--- src/rtl/led_status_if.sv ---
// Signal bundle between the status-code source and the LED status sequencer.
// The master side supplies codes and the fault level; the slave side (the
// sequencer) returns the tick, acknowledge, busy flag and LED requests.
interface led_status_if;
  logic [3:0] code_in;
  logic       code_valid;
  logic       fault_in;
  logic       tick_12hz;
  logic       code_ack;
  logic       busy;
  logic       led_grn;
  logic       led_red;

  modport master (
    output code_in, code_valid, fault_in,
    input  tick_12hz, code_ack, busy, led_grn, led_red
  );

  modport slave (
    input  code_in, code_valid, fault_in,
    output tick_12hz, code_ack, busy, led_grn, led_red
  );
endinterface

--- src/rtl/led_status_seq.sv ---
// LED status sequencer: blinks the red LED N times for status code N, with a
// dark gap between repeats, shows steady green when healthy and steady red
// while a fault is present. All sequencing advances on a 12 Hz tick derived
// from sysclk by a free-running prescaler.
module led_status_seq #(
  parameter int unsigned CLK_DIV   = 4096000, // sysclk cycles per tick
  parameter int unsigned ON_TICKS  = 3,       // ticks lit per blink, >= 1
  parameter int unsigned OFF_TICKS = 3,       // ticks dark between blinks, >= 1
  parameter int unsigned GAP_TICKS = 12       // dark ticks after last blink, >= 1
) (
  input logic         sysclk,
  input logic         reset,   // synchronous, active-low
  led_status_if.slave bus
);

  localparam int unsigned PRE_W  = (CLK_DIV > 1) ? $clog2(CLK_DIV) : 1;
  localparam int unsigned PH_MAX =
    (ON_TICKS > OFF_TICKS) ? ((ON_TICKS > GAP_TICKS) ? ON_TICKS : GAP_TICKS)
                           : ((OFF_TICKS > GAP_TICKS) ? OFF_TICKS : GAP_TICKS);
  localparam int unsigned PH_W   = $clog2(PH_MAX + 1);

  localparam logic [PRE_W-1:0] PRE_LAST = PRE_W'(CLK_DIV - 1);
  localparam logic [PH_W-1:0]  ON_LAST  = PH_W'(ON_TICKS - 1);
  localparam logic [PH_W-1:0]  OFF_LAST = PH_W'(OFF_TICKS - 1);
  localparam logic [PH_W-1:0]  GAP_LAST = PH_W'(GAP_TICKS - 1);

  typedef enum logic [2:0] {
    IDLE,
    ON,
    OFF,
    GAP,
    FAULT
  } state_t;

  state_t           state, state_nxt;
  logic [PRE_W-1:0] pre_cnt;
  logic [PH_W-1:0]  ph_cnt;
  logic [3:0]       pending;
  logic [3:0]       active;
  logic [3:0]       blink_cnt;
  logic             tick;
  logic             accept;
  logic             blink_dec;

  assign tick          = (pre_cnt == PRE_LAST);
  assign bus.tick_12hz = tick;
  assign bus.code_ack  = accept;

  // Prescaler: counts 0..CLK_DIV-1 and wraps; tick marks the last count.
  // NOTE: state is updated with non-blocking assignments so every register
  // samples pre-edge values regardless of statement order.
  always_ff @(posedge sysclk) begin
    if (!reset)
      pre_cnt <= '0;
    else if (tick)
      pre_cnt <= '0;
    else
      pre_cnt <= pre_cnt + PRE_W'(1);
  end

  // Pending code: last qualified load wins, held otherwise; fault leaves it alone.
  always_ff @(posedge sysclk) begin
    if (!reset)
      pending <= '0;
    else if (bus.code_valid)
      pending <= bus.code_in;
  end

  // Next-state logic: tick-paced sequencing with fault as an immediate override.
  // NOTE: every output of this block gets a default first so no path can
  // leave a value unassigned and infer a latch.
  always_comb begin
    state_nxt = state;
    accept    = 1'b0;
    blink_dec = 1'b0;
    case (state)
      IDLE: begin
        if (tick && (pending != 4'd0)) begin
          state_nxt = ON;
          accept    = 1'b1;
        end
      end
      ON: begin
        if (tick && (ph_cnt == ON_LAST))
          state_nxt = OFF;
      end
      OFF: begin
        if (tick && (ph_cnt == OFF_LAST)) begin
          blink_dec = 1'b1;
          state_nxt = (blink_cnt == 4'd1) ? GAP : ON;
        end
      end
      GAP: begin
        if (tick && (ph_cnt == GAP_LAST))
          state_nxt = IDLE;
      end
      FAULT: begin
        if (tick && !bus.fault_in)
          state_nxt = IDLE;
      end
      default: state_nxt = IDLE;
    endcase
    // Fault beats everything, including a same-cycle acceptance.
    if (bus.fault_in) begin
      state_nxt = FAULT;
      accept    = 1'b0;
      blink_dec = 1'b0;
    end
  end

  // State register and phase counter; the phase restarts on every state change.
  always_ff @(posedge sysclk) begin
    if (!reset) begin
      state  <= IDLE;
      ph_cnt <= '0;
    end else begin
      state <= state_nxt;
      if (state_nxt != state)
        ph_cnt <= '0;
      else if (tick && ((state == ON) || (state == OFF) || (state == GAP)))
        ph_cnt <= ph_cnt + PH_W'(1);
    end
  end

  // Active code and remaining blinks, latched at acceptance so later pending
  // changes cannot disturb a running sequence.
  always_ff @(posedge sysclk) begin
    if (!reset) begin
      active    <= '0;
      blink_cnt <= '0;
    end else if (accept) begin
      active    <= pending;
      blink_cnt <= pending;
    end else if (blink_dec) begin
      blink_cnt <= blink_cnt - 4'd1;
    end
  end

  // Remaining blinks can never exceed the code being displayed.
  always_ff @(posedge sysclk) begin
    if (reset)
      assert (blink_cnt <= active);
  end

  // Registered LED/busy decode of the current state (one cycle behind it).
  always_ff @(posedge sysclk) begin
    if (!reset) begin
      bus.led_grn <= 1'b0;
      bus.led_red <= 1'b0;
      bus.busy    <= 1'b0;
    end else begin
      bus.led_grn <= (state == IDLE);
      bus.led_red <= (state == ON) || (state == FAULT);
      bus.busy    <= (state != IDLE);
    end
  end

endmodule

--- src/flat_wrapper.sv ---
// flat-port wrapper written by rule: the top's interface ports become plain ports
module led_status_seq_flat 
#(
  parameter int unsigned CLK_DIV   = 4096000,                          
  parameter int unsigned ON_TICKS  = 3,                                   
  parameter int unsigned OFF_TICKS = 3,                                         
  parameter int unsigned GAP_TICKS = 12                                           
)
  (sysclk, reset, bus_code_in, bus_code_valid, bus_fault_in, bus_tick_12hz, bus_code_ack, bus_busy, bus_led_grn, bus_led_red);
  led_status_if bus_i ();
  input logic sysclk;
  input logic reset;
  input wire logic [$bits(bus_i.code_in)-1:0] bus_code_in;
  input wire logic [$bits(bus_i.code_valid)-1:0] bus_code_valid;
  input wire logic [$bits(bus_i.fault_in)-1:0] bus_fault_in;
  output wire logic [$bits(bus_i.tick_12hz)-1:0] bus_tick_12hz;
  output wire logic [$bits(bus_i.code_ack)-1:0] bus_code_ack;
  output wire logic [$bits(bus_i.busy)-1:0] bus_busy;
  output wire logic [$bits(bus_i.led_grn)-1:0] bus_led_grn;
  output wire logic [$bits(bus_i.led_red)-1:0] bus_led_red;
  assign bus_i.code_in = bus_code_in;
  assign bus_i.code_valid = bus_code_valid;
  assign bus_i.fault_in = bus_fault_in;
  assign bus_tick_12hz = bus_i.tick_12hz;
  assign bus_code_ack = bus_i.code_ack;
  assign bus_busy = bus_i.busy;
  assign bus_led_grn = bus_i.led_grn;
  assign bus_led_red = bus_i.led_red;
  led_status_seq #(.CLK_DIV(CLK_DIV), .ON_TICKS(ON_TICKS), .OFF_TICKS(OFF_TICKS), .GAP_TICKS(GAP_TICKS)) u_core (.sysclk(sysclk), .reset(reset), .bus(bus_i));
endmodule
--- config.mk ---
export PLATFORM = sky130hd
export DESIGN_NAME = led_status_seq_flat
export DESIGN_NICKNAME = d
export VERILOG_FILES = /design/src/rtl/led_status_if.sv /design/src/rtl/led_status_seq.sv /design/src/flat_wrapper.sv
export SDC_FILE = /design/constraint.sdc
export NUM_CORES = 1
export LEC_CHECK = 0
export CORE_AREA = 2 2 61 63
export CTS_BUF_LIST = sky130_fd_sc_hd__clkbuf_8
export DETAILED_ROUTE_END_ITERATION = 10
export DIE_AREA = 0 0 63 65
export DONT_BUFFER_PORTS = 1
export GPL_ROUTABILITY_DRIVEN = 0
export PLACE_DENSITY = 0.83
export SLEW_MARGIN = 20
export SYNTH_ARGS = -nofsm -noshare
export SYNTH_HDL_FRONTEND = slang
export SYNTH_SLANG_ARGS = --single-unit
--- constraint.sdc ---
create_clock -name sysclk -period 3.5 [get_ports sysclk]
set_input_delay 0.35 -clock sysclk [delete_from_list [all_inputs] [get_ports sysclk]]
set_output_delay 0.35 -clock sysclk [all_outputs]
set_load 0.02 [all_outputs]
==> flow_summary.yaml, run 1 <==
run_status:
  status: "finished, final reports clean"
place:
  port_buffers: 0
  dpl.hpwl_um: 2840
worst_setup_path:
  required_ns: 3.15
  worst-path-max-fanout: 6
  worstSetupPathType: "flop to output port"
  end_kind: "output port"
  r2r_setup_slack_ns: 1.27
  worstPathArrival_ns: 2.25
  start_kind: "flop"
cts:
  root_buffer: "clkbuf_8"
  post_cts_resized: 0
  cts_max_level: 2
  cts_setup_buffers: 0
  cts_max_path_buffers: 2
  postCtsHoldBufs: 0
  clock-sinks: 40
  cts_buffers: 5
  clk_latency_ns: 0.30
  clk_pin_slew_worst_paths_ns: 0.08
  cts_tree: "built"
timing:
  fin_tns_setup_ns: 0
  skew_ns: 0.00926
  period_needed_ns: 2.60
  rsz0062_at_grt: "false"
  tightestPinTransition_ns: 0.792
  setup_viol: 0
  hold_viol: 0
  max_freq_mhz: 384
  max_slew_margin_pct: 46.7
  fin_crit_sh_pct: 74.4
  slew_viol_final: 0
power:
  ir_drop_mv: 0.190
  p_per_area_nw_per_um2: 379
  p_leak_nw: 0.771
die:
  die_y_um: 65
  dieWidth_um: 63
  start_util_pct: 56.7
  num_io_pins: 13
  dieArea_um2: 4100
  fp-row-count: 22
  core_area_um2: 3500
yosys:
  synth.most_common_cell: "nor2_1"
  syn-cell-area_um2: 1980
  synth_top_area_share_pct: 40.4
  synth-async-reset-ratio_pct: 0
  ys_top_cells_by_area: "dfxtp_1, nor2_1, xor2_1"
  synth.distinct_cells: 45
  ys_seq_area_share_pct: 40.4
  synthTopCellsByCount: "nor2_1, dfxtp_1, xor2_1"
  syn_inst: 228
  avgSynthCellArea_um2: 8.69
  syn-num-nets: 241
  synth-seq-cells: 40
  synth_edf_count: 0
  yosys.area.top_type: "dfxtp_1"
  synth_flop_cell: "dfxtp_1"
  yosys_warnings: 0
detailed_routing:
  wire_per_inst_um: 14.1
  route.detailed.drc: 0
  antenna_left: 0
  drt-vias-per-instance: 5.78
  drt-initial-drc-count: 148
  dr.pass1.iters: 4
  wl_um: 3930
  vias: 1608
grt:
  grt_max_degree: 20
  antenna_found_initial: 0
  grt_pass1_wl_um: 6770
  grt-ovfl-total: 0
  grt_use_total_pct: 21.0
  grt_pass1_vias: 1544
layout:
  multi_input_area_um2: 1130
  diodes: 0
  layout-drive-gt1-share_pct: 8.26
  seqCellArea_um2: 801
  nets: 243
  syn_to_final_growth_pct: 6.12
  fin_util_pct: 60.2
  nFillCells: 305
min_path:
  hold_class: "input port to flop"
job:
  cap_violations: 0
-- report_power, final --
part           internal, mW  total (mW)  leakage [nW]  switching (mW)
Combinational        0.0136      0.0384         0.401          0.0248
Sequential            0.464       0.474         0.325          0.0109
Clock                 0.133       0.285        0.0452           0.152
-- worst paths after layout --
path | from | end | cells past startpoint
hold reg to reg | u_core.pre_cnt[0] | u_core.pre_cnt[0] | 1
setup reg to reg | u_core.ph_cnt[0] | u_core.blink_cnt[0] | 7
hold / removal | reset | u_core.blink_cnt[2] | 2
setup / recovery | u_core.pre_cnt[0] | bus_code_ack | 6
-- routing by layer --
metal  up-vias  track usage, %  share of wire, %  wire length, um
met2        28            34.7                49             1920
met5         -               0                 0                0
met4         0            7.22              0.92               36
met3         3            4.69               3.0              117
met1       770            27.0                47             1860
li1        807               -                 -                -
-- stage by stage --
stage,worst slack [ns],area [um^2],std cells,hold slack (ns),total power [mW]
after global placement,1.30,2030,271,0.430,0.522
final,0.897,2100,278,0.186,0.797
after floorplan,0.991,1980,228,0.418,0.515
after detailed placement,1.26,2030,271,0.437,0.523
after CTS,0.934,2100,278,0.187,0.801
after global routing,0.786,2100,278,0.187,0.828
-- flip-flops by register name, summed over array words and instances (netlist names) --
register and cells:
u_core.pre_cnt 22, u_core.blink_cnt 4, u_core.pending 4, u_core.ph_cnt 4, u_core.state 3, u_core.bus.busy 1
u_core.bus.led_grn 1, u_core.bus.led_red 1
-- placed cells by master (no fill, tap or decap), types with 2 or more instances in the layout --
master,n
nor2_1,41
nand2b_1,3
nor4_1,3
xor2_1,15
a21oi_1,8
nand3_1,10
xnor2_1,9
mux2i_1,6
nor3b_1,4
clkbuf_8,5
inv_1,8
and4_2,2
dfxtp_1,40
nor2b_1,2
or2_2,2
and4_1,2
nand4_2,2
a31oi_1,2
nand2_1,14
o21ai_0,5
nand4_1,7
nor3_1,9
ha_1,5
and3_1,5
-- layout make-up --
type	instances	share of cell area, %
clock buffers	5	3.27
clock inverters	2	0.416
inverters	7	1.25
multi-input cells	175	53.8
flip-flops and latches	40	38.1
well taps	48	2.86
repair buffers	1	0.357
-- critical path, stage by stage, from the launching register on --
cell and delay, ns:
dfxtp_1 0.35, ha_1 0.20, nand2_1 0.15, nor4_1 0.43, nor3b_1 0.33, buf_4 0.23
and3_1 0.28
-- kinds of logic after synthesis --
kind of cell | Yosys count | share of synthesized area (%)
AOI/OAI and AO/OA | 24 | 7.70
xor gates and xnor gates | 24 | 10.6
adders and majority gates | 5 | 3.16
buffers and inverters | 13 | 2.52
DFF | 40 | 40.4
muxes | 6 | 3.03
and+or+nand+nor | 116 | 32.6
No activity file was read; power rests on OpenSTA's default activity.
==> run 2, diff against run 1 <==
==> constraint.sdc (replaced) <==
create_clock -name sysclk -period 2.43 [get_ports sysclk]
set_input_delay 0.243 -clock sysclk [delete_from_list [all_inputs] [get_ports sysclk]]
set_output_delay 0.243 -clock sysclk [all_outputs]
set_load 0.02 [all_outputs]
==> run 2 against run 1 <==
Cell area is 1.5% higher. Clock power is 55% higher. Routed wire length is 1.1% higher. Final cell count is 1.1% higher. Clock skew is 0.00070 ns lower.
==> flow_summary.yaml, run 2 (synthesis results as in run 1) <==
cts:
  post_cts_resized: 0
  clock-sinks: 40
  cts_max_path_buffers: 2
  cts_max_level: 2
  root_buffer: "clkbuf_8"
  cts_setup_buffers: 0
  clk_pin_slew_worst_paths_ns: 0.07
  clk_latency_ns: 0.30
  postCtsHoldBufs: 0
  cts_buffers: 5
  cts_tree: "built"
worst_setup_path:
  worstSetupStartpoint: "u_core.pre_cnt[0]"
  worst-path-max-fanout: 4
  crit_chain: "ha_1, nand2_1, nor4_1, nor3b_2, and3_1"
  end_kind: "output port"
  cpMaxStageDelayCell: "nor4_1"
  required_ns: 2.19
  worstPathArrival_ns: 2.01
  critPathMaxStageDelay_ns: 0.41
  start_kind: "flop"
  worstSetupPathType: "flop to output port"
  crit_buf_inv: 0
  r2r_setup_slack_ns: 0.28
  critPathCapture: "bus_code_ack"
  cp.depth: 5
  r2r_end: "u_core.ph_cnt[3]"
  reg2reg_from: "u_core.ph_cnt[0]"
  worstRegToRegCells: 7
  crit_family: "simple AND/OR/NAND/NOR gates"
detailed_routing:
  drt-vias-per-instance: 5.77
  route.detailed.drc: 0
  vias: 1622
  wire_per_inst_um: 14.1
  wl_um: 3970
  dr.pass1.iters: 4
  drt-initial-drc-count: 110
  antenna_left: 0
power:
  p_leak_nw: 0.790
  combPwrFrac_pct: 4.7
  ir_drop_mv: 0.253
  pwr-share-seq_pct: 58.0
  switchingPower_mw: 0.269
  swShare_pct: 22.8
  intPower_mw: 0.910
  p_per_area_nw_per_um2: 552
  p_clk_share_pct: 37.3
  power_mw: 1.18
timing:
  max_freq_mhz: 443
  setup_viol: 0
  fin_crit_sh_pct: 92.9
  slew_viol_final: 0
  skew_ns: 0.00856
  rsz0062_at_grt: "false"
  max_slew_margin_pct: 52.7
  hold_viol: 0
  period_needed_ns: 2.26
  fin_tns_setup_ns: 0
  tightestPinTransition_ns: 0.703
grt:
  grt_pass1_vias: 1581
  grt_pass1_wl_um: 7250
  grt_max_degree: 20
  antenna_found_initial: 0
  grt-ovfl-total: 0
  grt_use_total_pct: 22.9
place:
  port_buffers: 0
  dpl.hpwl_um: 2820
layout:
  multi_input_area_um2: 1140
  top_register: "u_core.pre_cnt"
  nFillCells: 300
  final_cell_mix: "nor2_1, dfxtp_1, xor2_1"
  diodes: 0
  syn_to_final_growth_pct: 7.77
  largest_reg_flops: 22
  fin_util_pct: 61.1
  final_common_cell: "nor2_1"
  nets: 245
  seqCellArea_um2: 801
  layout-drive-gt1-share_pct: 9.44
run_status:
  status: "finished, final reports clean"
die:
  dieArea_um2: 4100
  core_area_um2: 3500
  start_util_pct: 56.7
  fp-row-count: 22
  num_io_pins: 13
  dieWidth_um: 63
  die_y_um: 65
job:
  cap_violations: 0
min_path:
  hold_class: "input port to flop"
-- run 2: how the worst min path moves through the flow --
stage / startpoint / endpoint / slack [ns] / cells after the start
floorplan: bus_fault_in / u_core.state[2] / 0.36 / 2
global placement: bus_fault_in / u_core.state[2] / 0.37 / 2
detailed placement: bus_fault_in / u_core.state[2] / 0.38 / 2
CTS: reset / u_core.state[1] / 0.08 / 2
global route: reset / u_core.state[1] / 0.09 / 2
finish: bus_code_in[1] / u_core.pending[1] / 0.1 / 2
-- run 2: routing by layer --
metal  global-route usage [%]  routed length [um]  vias to the layer above
li1                         -                   -                      806
met1                     27.8                1770                      764
met2                     38.6                1930                       45
met3                     5.21                 185                        7
met4                     10.6                  82                        0
met5                        0                   0                        -
-- run 2: layout make-up --
class	count	share of cell area [%]
Clock inverter	2	0.351
Clock buffer	6	3.87
Multi-Input combinational cell	175	53.2
Sequential cell	40	37.5
Inverter	7	1.23
Timing Repair Buffer	3	1.05
Tap cell	48	2.81
-- run 2: stage by stage --
step	hold slack (ns)	area [um^2]	worst slack, ns	instances
detailed placement	0.380	2040	0.337	273
global route	0.0867	2140	0.0559	281
floorplan	0.361	1980	0.0276	228
CTS	0.0836	2130	0.115	281
finish	0.0951	2140	0.174	281
global placement	0.371	2040	0.384	273
-- run 2: power groups by stage --
stage | registers, mW | clock network (mW) | logic [mW]
global route | 0.685 | 0.476 | 0.0650
detailed placement | 0.698 | 0 | 0.0544
finish | 0.684 | 0.441 | 0.0552
global placement | 0.698 | 0 | 0.0524
CTS | 0.683 | 0.453 | 0.0549
floorplan | 0.693 | 0 | 0.0489
